==> src/rtl/cpu_pkg.sv <==
// Shared CPU definitions: fetch FSM states, reset vector and exception bit positions.
package cpu_pkg;

    typedef enum logic [1:0] {
        S_REQ    = 2'd0,
        S_WAIT   = 2'd1,
        S_HOLD   = 2'd2,
        S_CANCEL = 2'd3
    } if_state_e;

    localparam logic [31:0] RESET_PC_DEFAULT = 32'hBFC0_0000;
    localparam logic [31:0] INST_BYTES       = 32'd4;

    localparam int EXC_W       = 8;
    localparam int EXC_ADEL_IF = 7;

endpackage

==> src/rtl/pc_next_sel.sv <==
// Next fetch address: flush target, then branch resolved this cycle, then recorded branch, then pc+4.
module pc_next_sel
    import cpu_pkg::*;
(
    input  logic        flush,
    input  logic [31:0] flush_pc,
    input  logic        branch_taken,
    input  logic [31:0] branch_target,
    input  logic        pend_valid,
    input  logic [31:0] pend_target,
    input  logic [31:0] pc,
    output logic [31:0] next_pc,
    output logic [31:0] pcplus4
);

    assign pcplus4 = pc + INST_BYTES;

    always_comb begin
        if (flush) begin
            next_pc = flush_pc;
        end else if (branch_taken) begin
            next_pc = branch_target;
        end else if (pend_valid) begin
            next_pc = pend_target;
        end else begin
            next_pc = pcplus4;
        end
    end

endmodule

==> src/rtl/if_stage.sv <==
// Instruction fetch stage driving an SRAM-like fetch bus.
// Define IF_ADDR_CHECK_EN to raise fetch AdEL on misaligned PCs instead of fetching them.
//
// state    | meaning
// S_REQ    | request pending, waiting for addr_ok
// S_WAIT   | request accepted, waiting for data_ok
// S_HOLD   | instruction latched while the pipeline is stalled
// S_CANCEL | flushed; discard the one response still in flight
module if_stage
    import cpu_pkg::*;
#(
    parameter logic [31:0] RESET_PC = RESET_PC_DEFAULT
) (
    input  logic              clk_i,
    input  logic              rst_i,
    input  logic              stall_i,
    input  logic              flush_i,
    input  logic [31:0]       flush_pc_i,
    input  logic              branch_taken_i,
    input  logic [31:0]       branch_target_i,
    input  logic              id_is_branch_i,
    output logic              inst_req_o,
    output logic [31:0]       inst_addr_o,
    input  logic              inst_addr_ok_i,
    input  logic              inst_data_ok_i,
    input  logic [31:0]       inst_rdata_i,
    output logic [31:0]       pc_o,
    output logic [31:0]       pcplus4_o,
    output logic [31:0]       instr_o,
    output logic [EXC_W-1:0]  except_o,
    output logic              is_in_delayslot_o,
    output logic              fetch_stall_o
);

    if_state_e   state_q, state_d;
    logic [31:0] pc_q, pc_d;
    logic [31:0] next_pc;
    logic        br_pend_q, br_pend_d;
    logic [31:0] br_tgt_q, br_tgt_d;
    logic [31:0] hold_data_q, hold_data_d;
    logic        hold_ds_q, hold_ds_d;
    logic        advance;
    logic        addr_err;

`ifdef IF_ADDR_CHECK_EN
    assign addr_err = (state_q == S_REQ) && (pc_q[1:0] != 2'b00);
`else
    assign addr_err = 1'b0;
`endif

    pc_next_sel u_pc_next_sel (
        .flush         (flush_i),
        .flush_pc      (flush_pc_i),
        .branch_taken  (branch_taken_i),
        .branch_target (branch_target_i),
        .pend_valid    (br_pend_q),
        .pend_target   (br_tgt_q),
        .pc            (pc_q),
        .next_pc       (next_pc),
        .pcplus4       (pcplus4_o)
    );

    always_ff @(posedge clk_i) begin
        if (rst_i) begin
            state_q     <= S_REQ;
            pc_q        <= RESET_PC;
            br_pend_q   <= 1'b0;
            br_tgt_q    <= '0;
            hold_data_q <= '0;
            hold_ds_q   <= 1'b0;
        end else begin
            state_q     <= state_d;
            pc_q        <= pc_d;
            br_pend_q   <= br_pend_d;
            br_tgt_q    <= br_tgt_d;
            hold_data_q <= hold_data_d;
            hold_ds_q   <= hold_ds_d;
        end
    end

    always_comb begin
        state_d           = state_q;
        hold_data_d       = hold_data_q;
        hold_ds_d         = hold_ds_q;
        advance           = 1'b0;
        inst_req_o        = 1'b0;
        instr_o           = '0;
        is_in_delayslot_o = 1'b0;
        fetch_stall_o     = 1'b0;

        unique case (state_q)
            S_REQ: begin
                if (addr_err) begin
                    // faulting slot: bubble delivered so the exception can travel down the pipe
                    is_in_delayslot_o = id_is_branch_i;
                    advance           = !flush_i && !stall_i;
                end else begin
                    inst_req_o    = 1'b1;
                    fetch_stall_o = 1'b1;
                    if (inst_addr_ok_i) begin
                        state_d = flush_i ? S_CANCEL : S_WAIT;
                    end
                end
            end
            S_WAIT: begin
                if (inst_data_ok_i) begin
                    instr_o           = inst_rdata_i;
                    is_in_delayslot_o = id_is_branch_i;
                    if (flush_i || !stall_i) begin
                        advance = !flush_i;
                        state_d = S_REQ;
                    end else begin
                        hold_data_d = inst_rdata_i;
                        hold_ds_d   = id_is_branch_i;
                        state_d     = S_HOLD;
                    end
                end else begin
                    fetch_stall_o = 1'b1;
                    if (flush_i) begin
                        state_d = S_CANCEL;
                    end
                end
            end
            S_HOLD: begin
                instr_o           = hold_data_q;
                is_in_delayslot_o = hold_ds_q;
                if (flush_i || !stall_i) begin
                    advance = !flush_i;
                    state_d = S_REQ;
                end
            end
            S_CANCEL: begin
                fetch_stall_o = 1'b1;
                if (inst_data_ok_i) begin
                    state_d = S_REQ;
                end
            end
            default: state_d = S_REQ;
        endcase

        pc_d = (flush_i || advance) ? next_pc : pc_q;

        br_pend_d = br_pend_q;
        br_tgt_d  = br_tgt_q;
        if (flush_i || advance) begin
            br_pend_d = 1'b0;
        end else if (branch_taken_i) begin
            br_pend_d = 1'b1;
            br_tgt_d  = branch_target_i;
        end
    end

    always_comb begin
        except_o              = '0;
        except_o[EXC_ADEL_IF] = addr_err;
    end

    assign inst_addr_o = pc_q;
    assign pc_o        = pc_q;

endmodule
==> config.mk <==
export PLATFORM = sky130hd
export DESIGN_NAME = if_stage
export DESIGN_NICKNAME = d
export VERILOG_FILES = /design/src/rtl/cpu_pkg.sv /design/src/rtl/pc_next_sel.sv /design/src/rtl/if_stage.sv
export SDC_FILE = /design/constraint.sdc
export NUM_CORES = 1
export LEC_CHECK = 0
export ABC_AREA = 1
export BUFFER_PORTS_ARGS = -buffer_cell sky130_fd_sc_hd__buf_2
export CORE_MARGIN = 2
export CORE_UTILIZATION = 35
export DETAILED_ROUTE_END_ITERATION = 10
export HOLD_SLACK_MARGIN = 0.08
export SKIP_CTS_REPAIR_TIMING = 1
export SLEW_MARGIN = 20
export SYNTH_ARGS = -nofsm -noshare
export SYNTH_HDL_FRONTEND = slang
export SYNTH_HIERARCHICAL = 1
export SYNTH_SLANG_ARGS = --single-unit
==> constraint.sdc <==
create_clock -name clk_i -period 2.33 [get_ports clk_i]
set_clock_uncertainty 0.15 [all_clocks]
set_input_delay 0.1165 -clock clk_i [delete_from_list [all_inputs] [get_ports clk_i]]
set_output_delay 0.1165 -clock clk_i [all_outputs]
set_load 0.01 [all_outputs]
==> key figures <==
Run status
  – Status: completed

Floorplanning
  – Chip width: 143 um
  – # IOs: 243
  – Die area: 20,600 um^2
  – Rows: 51
  – Die height: 143 um
  – Starting Density: 35.3%
  – Core area: 19,300 um^2

Critical path
  – Startpoint class of the critical path: flop
  – CP arrival: 1920 ps
  – Worst Setup End Kind: output port
  – WS Path Type: flop to output port
  – Critical Path RT: 2060 ps
  – Crit-path max FO: 16

Global route
  – Layer with the highest usage: met2
  – GR Util met1: 26.6%
  – GRT overflow: 0
  – Initial antenna violation count: 0
  – Global-route wire length before repair: 33,600 um
  – Met2 global-route usage: 33.9%
  – Total track usage: 20.4%
  – Met3 track demand over resource: 4.77%
  – Largest net degree at the start of global routing: 65
  – Vias in the first global route: 6,563

Logic synthesis
  – Post-synth ARST share: 0%
  – Netlist cell types: 33
  – Syn. warnings: 6
  – Avg Cell Area, Syn: 6.12 um^2
  – Synthesized instance count: 1,113
  – Synthesized cell area: 6810 um^2
  – Top FF cell, synth: dfxtp_1
  – Synthesized flop and latch total: 100
  – Post-synth EDFFs: 0
  – Fraction of the yosys area taken by sequential cells: 29.4%

Placement
  – Post-detail-place hpwl: 15,200 um
  – Input/output buffers: 234
  – Area post-placement: 7900 um^2
  – Final Wtd Congestion: 0.847

CTS
  – Clock transition at path regs: 70 ps
  – Bufs on Longest Clock Path: 2
  – Skew-Pair Late Insertion Delay: 350 ps
  – H-tree lvl count: 3
  – Num Clock Sinks: 100
  – Root Buffer: clkbuf_16
  – CTS tree: built
  – TritonCTS buffer count: 9

STA
  – Final Cycle Share: 93.6%
  – Transition time of the tightest slew-check pin: 628 ps
  – Max transition margin: 58.1%
  – Fin crit period: 2180 ps
  – RSZ-0062 raised after global routing: false
  – Final Max Slew Viols: 0
  – FMAX: 458 MHz
  – Final hold violation count: 0
  – # setup viols final: 0
  – Hold Slack: 37.3 ps

Cells and area
  – P&R area growth vs syn: 34.5%
  – Design Area, Final: 9160 um^2
  – Commonest cells after routing, fill and taps aside: nor2_1, nand2_1, buf_2, dfxtp_1, dlygate4sd3_1
  – NumNets Final: 1,491
  – FILL cells: 2,003
  – Commonest non-fill, non-tap cell in the layout: nor2_1
  – Share of cells above drive strength 1: 24.8%

Route
  – Initial DRC Count: 379
  – Vias per inst: 4.66
  – DRC: 0
  – Drt wl/cell: 13.7 um
  – Final ANT Viol Nets: 0
  – Final WL: 22,600 um
  – Total number of vias: 7,691
  – DR pass1 iterations: 5

Min path
  – Hold WC Path Type: input port to flop

Run
  – Max cap viols: 0

Pwr
  – Max VDD drop: 0.510 mV
  – Leakage: 4.61 nW
  – Tot Pwr: 5.90 mW
  – PD cells: 644 nW/um^2
-- stage by stage --
stage	TNS, ps	std cells	worst slack, ps	utilization, %
after floorplan	0	1120	496	-
after global placement	0	1538	282	41.0
after detailed placement	0	1538	245	41.0
after CTS	-865	1554	-128	42.4
after global routing	0	1650	13.6	47.5
final	0	1651	148	47.5
-- registers in the layout, indices dropped and copies added, names as in the netlist --
register,cells
br_pend_q,1
hold_ds_q,1
inst_addr_o,32
br_tgt_q,32
hold_data_q,32
state_q,2
-- cells in the mapped netlist (4+ instances only) --
| master | instances | share of area [%] |
|---|---|---|
| a21oi_1 | 83 | 6.1 |
| inv_1 | 70 | 3.9 |
| nor2_2 | 6 | 0.55 |
| inv_2 | 8 | 0.44 |
| nand2_2 | 14 | 1.3 |
| ha_1 | 7 | 1.3 |
| nor2_1 | 291 | 16 |
| nand3_1 | 33 | 2.4 |
| o21ai_1 | 18 | 1.3 |
| nor2_8 | 7 | 2.1 |
| a21oi_2 | 10 | 1.3 |
| nand2_1 | 262 | 14 |
| clkbuf_1 | 28 | 1.5 |
| nand2_4 | 5 | 0.83 |
| dfxtp_1 | 100 | 29 |
| buf_2 | 15 | 1.1 |
| buf_4 | 48 | 5.3 |
| nor2_4 | 4 | 0.66 |
| nand3_2 | 8 | 1.2 |
| buf_6 | 7 | 1.2 |
| o21ai_0 | 69 | 5.1 |
| xnor2_1 | 4 | 0.51 |
-- layer usage --
| metal | routed length, um | up-vias |
|---|---|---|
| met5 | 0 | - |
| met4 | 412 | 0 |
| met3 | 1460 | 33 |
| met2 | 10700 | 267 |
| met1 | 10000 | 3442 |
| li1 | - | 3949 |
-- worst max-delay path, stage by stage, from the launching register on --
cell	delay [ps]
dfxtp_1	350
inv_1	130
ha_2	240
nand2_1	120
clkinv_4	90
buf_12	140
buf_4	130
nand2_1	50
a21oi_1	160
buf_2	160
-- area by class of cell --
cell class | instances | area, um^2 | share of cell area (%)
Clock inverter | 7 | 51.3 | 0.560
Multi-Input combinational cell | 842 | 3920 | 42.8
Tap cell | 265 | 332 | 3.62
Clock buffer | 9 | 225 | 2.46
Timing Repair Buffer | 348 | 2320 | 25.3
Sequential cell | 100 | 2000 | 21.9
Inverter | 79 | 303 | 3.31
Antenna cell | 1 | 2.50 | 0.0273
-- logic make-up (layout without fill, tap and decap cells) --
logic type      count (synthesis)  count (layout)  share of synthesized area (%)
simple gates                  638             638                           40.8
compound gates                182             182                           14.0
buf+inv                       178             443                           13.5
flops                         100             100                           29.4
fa+ha+maj                       7               7                           1.29
xor+xnor                        7               7                          0.900
other cells                     1               9                         0.0551
-- path summary, 6_finish.rpt --
path                    from               to  slack, ps  depth (start not counted)
min           flush_pc_i[15]  inst_addr_o[15]         40                          5
max               state_q[1]       instr_o[3]        150                          9
min reg2reg  hold_data_q[24]  hold_data_q[24]        330                          2
max reg2reg       state_q[1]  inst_addr_o[23]        320                          9
-- where the power goes --
group / total (mW) / leakage, nW / internal [mW] / switching [mW]
clock network: 1.45 / 0.132 / 0.732 / 0.721
registers: 2.11 / 0.823 / 1.90 / 0.211
logic: 2.33 / 3.66 / 0.875 / 1.46
(Power assumes the default switching activity.)
